**src/rtl/bus_pkg.sv**
```systemverilog
// Shared types and constants for the multiplexed-bus cycle generator family.
// Pure definitions; no logic, no latency, no flow control.
package bus_pkg;

    typedef enum logic [5:0] {
        ST_IDLE = 6'b000001,
        ST_T1   = 6'b000010,
        ST_T2   = 6'b000100,
        ST_T3   = 6'b001000,
        ST_TW   = 6'b010000,
        ST_T4   = 6'b100000
    } state_t;

    localparam logic IOM_MEM = 1'b0;
    localparam logic IOM_IO  = 1'b1;

    localparam logic [19:0] CS_BASE_DFLT = 20'h00000;
    localparam logic [19:0] CS_MASK_DFLT = 20'hF0000;

endpackage

```
**src/rtl/bus_cycle_gen_if.sv**
```systemverilog
// Request/response port plus multiplexed bus pins of the cycle generator.
// master = the cycle generator, slave = requester and bus-side environment.
interface bus_cycle_gen_if #(
    parameter int ADDR_W = 20,
    parameter int DATA_W = 16
);
    logic              req_valid;
    logic              req_ready;
    logic              req_write;
    logic              req_io;
    logic [ADDR_W-1:0] req_addr;
    logic [DATA_W-1:0] req_wdata;

    logic              rsp_valid;
    logic [DATA_W-1:0] rsp_rdata;
    logic              rsp_err;

    logic [15:0]        AD_out;
    logic               AD_oe;
    logic [15:0]        AD_in;
    logic [ADDR_W-17:0] A_HI;
    logic               ALE;
    logic               IOM;
    logic               CS;
    logic               RD;
    logic               WR;
    logic               READY;

    modport master (
        input  req_valid, req_write, req_io, req_addr, req_wdata, AD_in, READY,
        output req_ready, rsp_valid, rsp_rdata, rsp_err,
               AD_out, AD_oe, A_HI, ALE, IOM, CS, RD, WR
    );

    modport slave (
        output req_valid, req_write, req_io, req_addr, req_wdata, AD_in, READY,
        input  req_ready, rsp_valid, rsp_rdata, rsp_err,
               AD_out, AD_oe, A_HI, ALE, IOM, CS, RD, WR
    );
endinterface

```
**src/rtl/bus_addr_decode.sv**
```systemverilog
// Chip-select decode: cs = ((addr & CS_MASK) == CS_BASE).
// Purely combinational, zero latency, no flow control.
module bus_addr_decode
    import bus_pkg::*;
#(
    parameter int              ADDR_W  = 20,
    parameter logic [ADDR_W-1:0] CS_BASE = ADDR_W'(CS_BASE_DFLT),
    parameter logic [ADDR_W-1:0] CS_MASK = ADDR_W'(CS_MASK_DFLT)
) (
    input  logic [ADDR_W-1:0] addr,
    output logic              cs
);

    assign cs = ((addr & CS_MASK) == CS_BASE);

endmodule

```
**src/rtl/bus_cycle_gen.sv**
```systemverilog
// Single-beat request -> T1/T2/T3/Tw*/T4 multiplexed bus cycle; rsp_valid 4+n cycles after accept.
// req_ready only in IDLE (one request in flight); READY low stretches the cycle up to MAX_WAIT Tw.
module bus_cycle_gen
    import bus_pkg::*;
#(
    parameter int                ADDR_W   = 20,
    parameter int                DATA_W   = 16,
    parameter logic [ADDR_W-1:0] CS_BASE  = ADDR_W'(CS_BASE_DFLT),
    parameter logic [ADDR_W-1:0] CS_MASK  = ADDR_W'(CS_MASK_DFLT),
    parameter int                MAX_WAIT = 8
) (
    input  logic            clk,
    input  logic            rst,
    bus_cycle_gen_if.master bus
);

    state_t state_q, state_d;
    logic [7:0] wait_q, wait_d;

    logic              write_q, io_q, cs_q;
    logic [ADDR_W-1:0] addr_q;
    logic [DATA_W-1:0] wdata_q;

    logic              accept, cs_dec, timeout;
    logic              cur_write, cur_io, cur_cs;
    logic [ADDR_W-1:0] cur_addr;
    logic [DATA_W-1:0] cur_wdata;

    logic                ale_d, oe_d, iom_d, cs_d, rd_d, wr_d, rsp_valid_d, rsp_err_d;
    logic [15:0]         ad_out_d;
    logic [ADDR_W-17:0]  a_hi_d;
    logic [DATA_W-1:0]   rsp_rdata_d;

    logic                ale_q, oe_q, iom_q, cs_out_q, rd_q, wr_q, rsp_valid_q, rsp_err_q;
    logic [15:0]         ad_out_q;
    logic [ADDR_W-17:0]  a_hi_q;
    logic [DATA_W-1:0]   rsp_rdata_q;

    bus_addr_decode #(
        .ADDR_W  (ADDR_W),
        .CS_BASE (CS_BASE),
        .CS_MASK (CS_MASK)
    ) u_decode (
        .addr (bus.req_addr),
        .cs   (cs_dec)
    );

    assign accept = bus.req_valid && bus.req_ready;

    // T1 outputs are registered on the accept edge, before the holding regs update.
    assign cur_write = accept ? bus.req_write : write_q;
    assign cur_io    = accept ? bus.req_io    : io_q;
    assign cur_cs    = accept ? cs_dec        : cs_q;
    assign cur_addr  = accept ? bus.req_addr  : addr_q;
    assign cur_wdata = accept ? bus.req_wdata : wdata_q;

    always_comb begin
        state_d = state_q;
        wait_d  = wait_q;
        timeout = 1'b0;
        unique case (state_q)
            ST_IDLE: if (accept) state_d = ST_T1;
            ST_T1:   state_d = ST_T2;
            ST_T2:   state_d = ST_T3;
            ST_T3: begin
                if (bus.READY) begin
                    state_d = ST_T4;
                end else begin
                    state_d = ST_TW;
                    wait_d  = 8'd1;
                end
            end
            ST_TW: begin
                // READY takes priority over a counter that has just hit the limit.
                if (bus.READY) begin
                    state_d = ST_T4;
                end else if (wait_q == 8'(MAX_WAIT)) begin
                    state_d = ST_T4;
                    timeout = 1'b1;
                end else begin
                    wait_d = wait_q + 8'd1;
                end
            end
            ST_T4: begin
                state_d = ST_IDLE;
                wait_d  = 8'd0;
            end
            default: state_d = ST_IDLE;
        endcase
    end

    always_comb begin
        ale_d       = 1'b0;
        oe_d        = 1'b0;
        ad_out_d    = 16'h0000;
        a_hi_d      = '0;
        iom_d       = IOM_MEM;
        cs_d        = 1'b0;
        rd_d        = 1'b1;
        wr_d        = 1'b1;
        rsp_valid_d = 1'b0;
        rsp_err_d   = 1'b0;
        rsp_rdata_d = '0;
        if (state_d != ST_IDLE) begin
            a_hi_d = cur_addr[ADDR_W-1:16];
            iom_d  = cur_io ? IOM_IO : IOM_MEM;
            cs_d   = cur_cs;
        end
        unique case (state_d)
            ST_T1: begin
                ale_d    = 1'b1;
                oe_d     = 1'b1;
                ad_out_d = cur_addr[15:0];
            end
            ST_T2, ST_T3, ST_TW: begin
                if (cur_write) begin
                    wr_d     = 1'b0;
                    oe_d     = 1'b1;
                    ad_out_d = 16'(cur_wdata);
                end else begin
                    rd_d = 1'b0;
                end
            end
            ST_T4: begin
                rsp_valid_d = 1'b1;
                rsp_err_d   = timeout;
                rsp_rdata_d = (timeout || write_q) ? '0 : DATA_W'(bus.AD_in);
            end
            default: ;
        endcase
    end

    always_ff @(posedge clk or negedge rst) begin
        if (!rst) begin
            state_q     <= ST_IDLE;
            wait_q      <= 8'd0;
            write_q     <= 1'b0;
            io_q        <= 1'b0;
            cs_q        <= 1'b0;
            addr_q      <= '0;
            wdata_q     <= '0;
            ale_q       <= 1'b0;
            oe_q        <= 1'b0;
            ad_out_q    <= 16'h0000;
            a_hi_q      <= '0;
            iom_q       <= IOM_MEM;
            cs_out_q    <= 1'b0;
            rd_q        <= 1'b1;
            wr_q        <= 1'b1;
            rsp_valid_q <= 1'b0;
            rsp_err_q   <= 1'b0;
            rsp_rdata_q <= '0;
        end else begin
            state_q     <= state_d;
            wait_q      <= wait_d;
            if (accept) begin
                write_q <= bus.req_write;
                io_q    <= bus.req_io;
                cs_q    <= cs_dec;
                addr_q  <= bus.req_addr;
                wdata_q <= bus.req_wdata;
            end
            ale_q       <= ale_d;
            oe_q        <= oe_d;
            ad_out_q    <= ad_out_d;
            a_hi_q      <= a_hi_d;
            iom_q       <= iom_d;
            cs_out_q    <= cs_d;
            rd_q        <= rd_d;
            wr_q        <= wr_d;
            rsp_valid_q <= rsp_valid_d;
            rsp_err_q   <= rsp_err_d;
            rsp_rdata_q <= rsp_rdata_d;
        end
    end

    assign bus.req_ready = (state_q == ST_IDLE);
    assign bus.rsp_valid = rsp_valid_q;
    assign bus.rsp_err   = rsp_err_q;
    assign bus.rsp_rdata = rsp_rdata_q;
    assign bus.AD_out    = ad_out_q;
    assign bus.AD_oe     = oe_q;
    assign bus.A_HI      = a_hi_q;
    assign bus.ALE       = ale_q;
    assign bus.IOM       = iom_q;
    assign bus.CS        = cs_out_q;
    assign bus.RD        = rd_q;
    assign bus.WR        = wr_q;

endmodule

```
**src/flat_wrapper.sv**
```systemverilog
// flat-port wrapper written by rule: the top's interface ports become plain ports
module bus_cycle_gen_flat import bus_pkg::*;
#(
    parameter int                ADDR_W   = 20,
    parameter int                DATA_W   = 16,
    parameter logic [ADDR_W-1:0] CS_BASE  = ADDR_W'(CS_BASE_DFLT),
    parameter logic [ADDR_W-1:0] CS_MASK  = ADDR_W'(CS_MASK_DFLT),
    parameter int                MAX_WAIT = 8
)
  (clk, rst, bus_req_valid, bus_req_write, bus_req_io, bus_req_addr, bus_req_wdata, bus_AD_in, bus_READY, bus_req_ready, bus_rsp_valid, bus_rsp_rdata, bus_rsp_err, bus_AD_out, bus_AD_oe, bus_A_HI, bus_ALE, bus_IOM, bus_CS, bus_RD, bus_WR);
  bus_cycle_gen_if #(.ADDR_W(ADDR_W), .DATA_W(DATA_W)) bus_i ();
  input  logic clk;
  input  logic rst;
  input wire logic [$bits(bus_i.req_valid)-1:0] bus_req_valid;
  input wire logic [$bits(bus_i.req_write)-1:0] bus_req_write;
  input wire logic [$bits(bus_i.req_io)-1:0] bus_req_io;
  input wire logic [$bits(bus_i.req_addr)-1:0] bus_req_addr;
  input wire logic [$bits(bus_i.req_wdata)-1:0] bus_req_wdata;
  input wire logic [$bits(bus_i.AD_in)-1:0] bus_AD_in;
  input wire logic [$bits(bus_i.READY)-1:0] bus_READY;
  output wire logic [$bits(bus_i.req_ready)-1:0] bus_req_ready;
  output wire logic [$bits(bus_i.rsp_valid)-1:0] bus_rsp_valid;
  output wire logic [$bits(bus_i.rsp_rdata)-1:0] bus_rsp_rdata;
  output wire logic [$bits(bus_i.rsp_err)-1:0] bus_rsp_err;
  output wire logic [$bits(bus_i.AD_out)-1:0] bus_AD_out;
  output wire logic [$bits(bus_i.AD_oe)-1:0] bus_AD_oe;
  output wire logic [$bits(bus_i.A_HI)-1:0] bus_A_HI;
  output wire logic [$bits(bus_i.ALE)-1:0] bus_ALE;
  output wire logic [$bits(bus_i.IOM)-1:0] bus_IOM;
  output wire logic [$bits(bus_i.CS)-1:0] bus_CS;
  output wire logic [$bits(bus_i.RD)-1:0] bus_RD;
  output wire logic [$bits(bus_i.WR)-1:0] bus_WR;
  assign bus_i.req_valid = bus_req_valid;
  assign bus_i.req_write = bus_req_write;
  assign bus_i.req_io = bus_req_io;
  assign bus_i.req_addr = bus_req_addr;
  assign bus_i.req_wdata = bus_req_wdata;
  assign bus_i.AD_in = bus_AD_in;
  assign bus_i.READY = bus_READY;
  assign bus_req_ready = bus_i.req_ready;
  assign bus_rsp_valid = bus_i.rsp_valid;
  assign bus_rsp_rdata = bus_i.rsp_rdata;
  assign bus_rsp_err = bus_i.rsp_err;
  assign bus_AD_out = bus_i.AD_out;
  assign bus_AD_oe = bus_i.AD_oe;
  assign bus_A_HI = bus_i.A_HI;
  assign bus_ALE = bus_i.ALE;
  assign bus_IOM = bus_i.IOM;
  assign bus_CS = bus_i.CS;
  assign bus_RD = bus_i.RD;
  assign bus_WR = bus_i.WR;
  bus_cycle_gen #(.ADDR_W(ADDR_W), .DATA_W(DATA_W), .CS_BASE(CS_BASE), .CS_MASK(CS_MASK), .MAX_WAIT(MAX_WAIT)) u_core (.clk(clk), .rst(rst), .bus(bus_i));
endmodule
```
**config.mk**
```make
export PLATFORM = sky130hd
export DESIGN_NAME = bus_cycle_gen_flat
export DESIGN_NICKNAME = d
export VERILOG_FILES = /design/src/rtl/bus_pkg.sv /design/src/rtl/bus_cycle_gen_if.sv /design/src/rtl/bus_addr_decode.sv /design/src/rtl/bus_cycle_gen.sv /design/src/flat_wrapper.sv
export SDC_FILE = /design/constraint.sdc
export NUM_CORES = 1
export LEC_CHECK = 0
export ABC_AREA = 1
export CORE_MARGIN = 4
export CORE_UTILIZATION = 47
export DETAILED_ROUTE_END_ITERATION = 12
export GPL_TIMING_DRIVEN = 0
export PLACE_DENSITY = 0.89
export SKIP_LAST_GASP = 1
export SYNTH_ARGS = -nofsm -noshare
export SYNTH_HDL_FRONTEND = slang
export SYNTH_SLANG_ARGS = --single-unit
```
**constraint.sdc**
```tcl
create_clock -name clk -period 1.6 [get_ports clk]
set_input_delay 0.32 -clock clk [delete_from_list [all_inputs] [get_ports clk]]
set_output_delay 0.32 -clock clk [all_outputs]
set_load 0.02 [all_outputs]
```
Word level (Yosys, flattened, before mapping)
Index checks and enable logic that the tools add are counted.
{"block": "word_totals", "reg_bits": 97, "in_bits": 58, "elab_cells": 74}
{"block": "classes", "add_sub_neg": 1, "eq_ne": 16, "n_mux": 33, "n_reduce_logical": 6}
{"operator": "16-bit two-way mux", "count": 4}
{"operator": "16-bit one-hot mux with 2 select lines", "count": 1}
{"operator": "6-bit one-hot mux with 5 select lines", "count": 1}
{"operator": "6-bit two-way mux", "count": 4}
{"operator": "8-bit two-way mux", "count": 3}
{"operator": "8-bit one-hot mux with 3 select lines", "count": 1}
{"operator": "20-bit logical NOT", "count": 1}
{"operator": "20-bit two-way mux", "count": 1}
{"operator": "1-bit two-way mux", "count": 16}
{"operator": "6-bit by 2-bit equality test with 1-bit output, second input constant", "count": 2}
{"operator": "6-bit by 3-bit equality test with 1-bit output, second input constant", "count": 2}
{"operator": "6-bit by 4-bit equality test with 1-bit output, second input constant", "count": 2}
{"operator": "6-bit by 5-bit equality test with 1-bit output, second input constant", "count": 2}
{"operator": "6-bit equality test, second input constant", "count": 2}
{"operator": "8-bit by 1-bit adder with 8-bit output, second input constant", "count": 1}
{"operator": "8-bit by 4-bit equality test with 1-bit output, second input constant", "count": 1}
{"operator": "6-bit by 1-bit equality test with 1-bit output, second input constant", "count": 1}
{"operator": "2-bit != test, second input constant", "count": 3}
{"operator": "6-bit by 1-bit != test with 1-bit output, second input constant", "count": 1}
{"operator": "4-bit two-way mux", "count": 1}
{"operator": "4-bit AND reduction", "count": 1}
{"operator": "3-bit nonzero test", "count": 1}
{"operator": "3-bit OR reduction", "count": 1}
{"operator": "1-bit one-hot mux with 2 select lines", "count": 1}
{"operator": "other kinds (2)", "count": 2}

Depth between registers and ports, before layout
{"block": "logic_depth", "ltp_word": 7, "mapped_depth": 10, "mapped_depth_nobuf": 10}

By module
A second synthesis with hierarchy kept.
{"block": "unflattened", "hier_cells": 389, "area_unflattened_um2": 3509.6}
{"mod": "bus_cycle_gen", "instances": 1, "cells_per_inst": 382, "area_each_um2": 3483.3, "seq_area_each_um2": 2030.7}
{"mod": "bus_addr_decode", "instances": 1, "cells_per_inst": 7, "area_each_um2": 26.3, "seq_area_each_um2": 0.0}

Worst setup path before layout
OpenSTA, ideal clock, no wires.
{"block": "synth_path", "path_type": "register -> register", "startpoint": "register u_core.wait_q[0]", "endpoint": "register u_core.ad_out_q[0], in the netlist u_core.bus.AD_out[0]", "arrival_ps": 1302, "required_time_ps": 1483, "path_slack_ps": 180, "path_stages_with_launch": 11, "synth_period_minus_slack_ps": 1420, "path_cell_list": "dfrtp_1 -> inv_1 -> ha_1 -> nand2_1 -> nor2_1 -> nand2_1 -> nand3_1 -> nand3_2 -> buf_6 -> nand3_1 -> nand2_1"}
{"block": "synth_via", "elab_chain_cells": 7}
{"element": "from (decl)", "line": "bus_cycle_gen.sv:18", "rtl": "logic [7:0] wait_q, wait_d;"}
{"element": "from (signal assigned)", "line": "bus_cycle_gen.sv:155", "rtl": "wait_q <= wait_d;"}
{"element": "8-bit by 4-bit equality test with 1-bit output (*)", "line": "bus_cycle_gen.sv:77", "rtl": "end else if (wait_q == 8'(MAX_WAIT)) begin"}
{"element": "6-bit two-way mux (*)", "line": "bus_cycle_gen.sv:77"}
{"element": "6-bit two-way mux (*)", "line": "bus_cycle_gen.sv:75", "rtl": "if (bus.READY) begin"}
{"element": "6-bit one-hot mux with 5 select lines (*)", "line": "bus_cycle_gen.sv:61", "rtl": "unique case (state_q)"}
{"element": "6-bit by 3-bit equality test with 1-bit output (tied with other cells)", "line": "bus_cycle_gen.sv:109", "rtl": "unique case (state_d)"}
{"element": "3-bit OR reduction", "line": "bus_cycle_gen.sv:109"}
{"element": "16-bit one-hot mux with 2 select lines (*)", "line": "bus_cycle_gen.sv:109"}
{"element": "named net u_core.ad_out_d[0]", "line": "bus_cycle_gen.sv:30", "rtl": "logic [15:0] ad_out_d;"}
{"element": "to (signal assigned)", "line": "bus_cycle_gen.sv:165", "rtl": "ad_out_q <= ad_out_d;"}
{"element": "to (decl)", "line": "bus_cycle_gen.sv:35", "rtl": "logic [15:0] ad_out_q;"}
The timed path passes the listed nets; every way through them passes the cells marked *.
A chain may end at the register's enable or synchronous reset.

Final worst setup path
{"block": "layout_path", "startpoint": "register u_core.state_q[0]", "endpoint": "register u_core.ad_out_q[12], in the netlist u_core.bus.AD_out[12]"}
{"element": "from (decl)", "line": "bus_cycle_gen.sv:17", "rtl": "state_t state_q, state_d;"}
{"element": "from (signal assigned)", "line": "bus_cycle_gen.sv:154", "rtl": "state_q <= state_d;"}
{"element": "6-bit by 1-bit equality test with 1-bit output", "line": "bus_cycle_gen.sv:177", "rtl": "assign bus.req_ready = (state_q == ST_IDLE);"}
{"element": "1-bit logical AND", "line": "bus_cycle_gen.sv:48", "rtl": "assign accept = bus.req_valid && bus.req_ready;"}
{"element": "16-bit two-way mux", "line": "bus_cycle_gen.sv:55", "rtl": "assign cur_wdata = accept ? bus.req_wdata : wdata_q;"}
{"element": "named net u_core.cur_wdata[12]", "line": "bus_cycle_gen.sv:27", "rtl": "logic [DATA_W-1:0] cur_wdata;"}
{"element": "16-bit two-way mux", "line": "bus_cycle_gen.sv:116", "rtl": "if (cur_write) begin"}
{"element": "16-bit one-hot mux with 2 select lines", "line": "bus_cycle_gen.sv:109"}
{"element": "named net u_core.ad_out_d[12]", "line": "bus_cycle_gen.sv:30"}
The timed path passes the listed nets, and every way through them passes these cells.

==> summary.md <==
| Metric | Value |
|---|---|
| Status | `finished with violations` |
| Violated checks | `negative setup slack` |
| Total GRT Usage | `20.2%` |
| CP Class | `reg -> reg` |
| Distinct cells, synth | `28` |
| Min Tclk post-route | `1.74 ns` |
| Antenna Diode Count | `0` |
| Max Cap Viol | `0` |
| Initial antenna violation count | `0` |
| Post-DP HPWL | `6020 microns` |
| Nets@finish | `596` |
| Post-synth ARST share | `100%` |
| Crit-path max FO | `10` |
| Post-synth EDFFs | `0` |
| Setup WS post-layout | `-0.136 ns` |
| Area of the core | `7250 sq um` |
| RSZ-0062 raised after global routing | `yes` |
| Reg area | `2030 sq um` |
| Multi-input logic area | `1380 sq um` |
| Final worst path period share | `109%` |
| Final Routed Wirelength | `10200 microns` |
| Die Span X | `94.5 microns` |
| Endpoints failing setup | `33` |
| Wire per inst | `16.0 microns` |
| Power Total | `8.27 mW` |
| Syn Std Cell Area | `3510 sq um` |
| Io pins | `103` |
| Setup TNS | `-1.70 ns` |
| CTS clock-pin slew for the worst setup and hold paths | `0.09 ns` |
| Critical path required time | `1.84 ns` |
| Largest net degree at the start of global routing | `50` |
| Syn_nets | `451` |
| Vias in the first global route | `3171` |
| DRC viols | `0` |
| Final Max Tran Viols | `0` |
| Starting density of the core | `48.5%` |
| DR vias/cell | `5.09` |
| Placer Congestion | `0.876` |
| Rel. slew slack | `62.6%` |
| Post-synthesis instance total | `391` |
| Crit. Startpoint | `u_core.state_q[0]` |
| CTS tree | `built` |
| Die Y | `94.5 microns` |
| Sink Count | `81` |
| Routed wl met2 | `5340 microns` |
| First-pass GRT wire length | `14100 microns` |
| Buffer levels on the longest clock path | `2` |
| Post-synthesis sequential area ratio | `57.8%` |
| CP Launch Type | `flop` |
| Clock buffer count from CTS | `9` |
| First drt pass iteration count | `4` |
| Row count | `31` |
| Top routing layer in use | `met4` |
| Die area | `8930 sq um` |
| Post-synthesis register bit count | `81` |
| Clock skew | `0.0118 ns` |
| Worst path cell trace | `nand2_2 -> nor2_4 -> buf_4 -> buf_6 -> nand2_4 -> buf_8 -> buf_8 -> nand2_1 -> nand2_1 -> nand3_1 -> nand2_1` |
| Clk_lat worst skew | `0.35 ns` |
| RR Startpoint | `u_core.state_q[0]` |
| Pwr dens | `1520 nW/um^2` |
| ANT nets after route | `0` |
| WP buf/inv | `4` |
| Max Fclk | `0.576 GHz` |
| Worst vdd ir | `0.935 mV` |
| Slowest CP cell | `dfstp_2` |
| Most common cell after layout, fill and taps aside | `nand2_1` |
| Port bufs | `100` |
| CP max stage delay | `0.55 ns` |
| DRT iter0 DRCs | `204` |
| Top-area cell type share of the netlist area | `55.5%` |
| Crit-path leading delay family | `simple AND/OR/NAND/NOR gates` |
| DR WL met3 | `870 microns` |
| Synth-to-Final Area Change | `54.7%` |
| Vias | `3257` |
| Synth top area cells | `dfrtp_1 56%, nand2_1 13%, nand3_1 7.1%` |
| Hold Vio Cnt, Final | `0` |
| Data arrival, critical path | `1.97 ns` |
| Nature of the critical path endpoint | `flop` |
| Leakage | `2.99 nW` |
| Synth Warn # | `0` |
| Syn Area/Cell | `8.99 sq um` |
| Filler Cells Inserted | `491` |
| HP Start | `bus_READY` |
| Slew @ Worst Pin | `0.561 ns` |
| Layout cell share with drive strength beyond 1 | `23.3%` |
| Fin Hold WS | `0.281 ns` |
| Hold Crit Class | `in -> reg` |
| CP most frequent cell | `nand2_1` |
| Ys flop type | `dfrtp_1` |
| Biggest area consumer among synthesized cells | `dfrtp_1` |
| DRT met1 WL | `3750 microns` |
| Most frequent cells in the layout | `100 x nand2_1, 78 x dfrtp_1, 54 x clkdlybuf4s50_1` |
| # H-tree levels | `3` |
| Clock root cell | `clkbuf_8` |
| Grt ovf | `0` |
-- area by class of cell --
class	count	share of cell area, %
clock inverters	6	1.63
clock buffers	10	2.53
well taps	99	2.28
plain buffers	17	3.13
inverters	52	3.64
flip-flops and latches	81	37.3
multi-input cells	241	25.4
repair buffers	134	24.0
-- synth_stat cells (3+ instances only) --
cell and number:
nand2_1 118, nand3_1 50, buf_6 8, o21ai_1 5, nand2_2 4, inv_1 51, nor2_1 26, dfrtp_1 78
nor2_4 4, nand4_1 18, dfstp_2 3, buf_2 5
-- power by group --
part / internal, mW / switching (mW)
clock: 0.924 / 0.763
combinational: 1.63 / 2.13
sequential: 2.59 / 0.228
total: 5.15 / 3.12
-- path summary, 6_finish.rpt --
| kind | end | slack (ns) | cells after the start |
|---|---|---|---|
| max | u_core.bus.AD_out[12] | -0.14 | 11 |
| min | u_core.bus.rsp_rdata[4] | 0.28 | 3 |
| max reg2reg | u_core.bus.AD_out[12] | -0.14 | 11 |
| min reg2reg | u_core.wdata_q[7] | 0.48 | 2 |
| max in group asynchronous | u_core.state_q[0] | 0.51 | 3 |
| min in group asynchronous | u_core.wait_q[2] | 0.46 | 2 |
-- worst register-to-register path, stage by stage (launching register included) --
cell	delay, ns
dfstp_2	0.55
nand2_2	0.07
nor2_4	0.13
buf_4	0.12
buf_6	0.09
nand2_4	0.07
buf_8	0.16
buf_8	0.14
nand2_1	0.06
nand2_1	0.07
nand3_1	0.10
nand2_1	0.07
-- sequential cells by signal, summed over array words and instances (netlist names), 4 cells and up --
| signal | cells |
|---|---|
| u_core.bus.AD_out | 16 |
| u_core.bus.rsp_rdata | 16 |
| u_core.wdata_q | 16 |
| u_core.wait_q | 8 |
| u_core.state_q | 6 |
| u_core.addr_q | 4 |
| u_core.bus.A_HI | 4 |
-- timing repair --
item                                    4_1_cts  5_1_grt
pin swaps                                     8       21
endpoints found under the hold margin        31        0
gates cloned                                  0        4
gates resized for setup                      57       68
hold buffers                                  1        0
setup buffers                                11       17
endpoints found under the setup margin       53       53
-- metrics by stage --
step / worst slack, ns / instances / utilization (%) / instance area [sq um]
after floorplan: 0.180 / 391 / - / 3510
after global placement: -2.47 / 590 / 64.0 / 4640
after detailed placement: -0.449 / 591 / 64.3 / 4660
after CTS: -0.201 / 619 / 68.9 / 5000
after global routing: -0.211 / 640 / 75.0 / 5440
final: -0.136 / 640 / 75.0 / 5440
-- cell families after synthesis --
group	Yosys count	share of synthesized area (%)
AND/OR/NAND/NOR	230	30.4
adder cells (fa/ha/maj)	2	0.712
XOR/XNOR	1	0.249
AO/OA/AOI/OAI	8	1.46
flip-flops	81	57.8
buffers and inverters	69	9.40
-- metal layers --
layer  up-vias  track usage, %
met5         -               0
li1       1517               -
met3        26            5.74
met2       145            35.5
met1      1569            23.8
met4         0            6.73
Note: power is estimated with default switching activity, not from simulation.
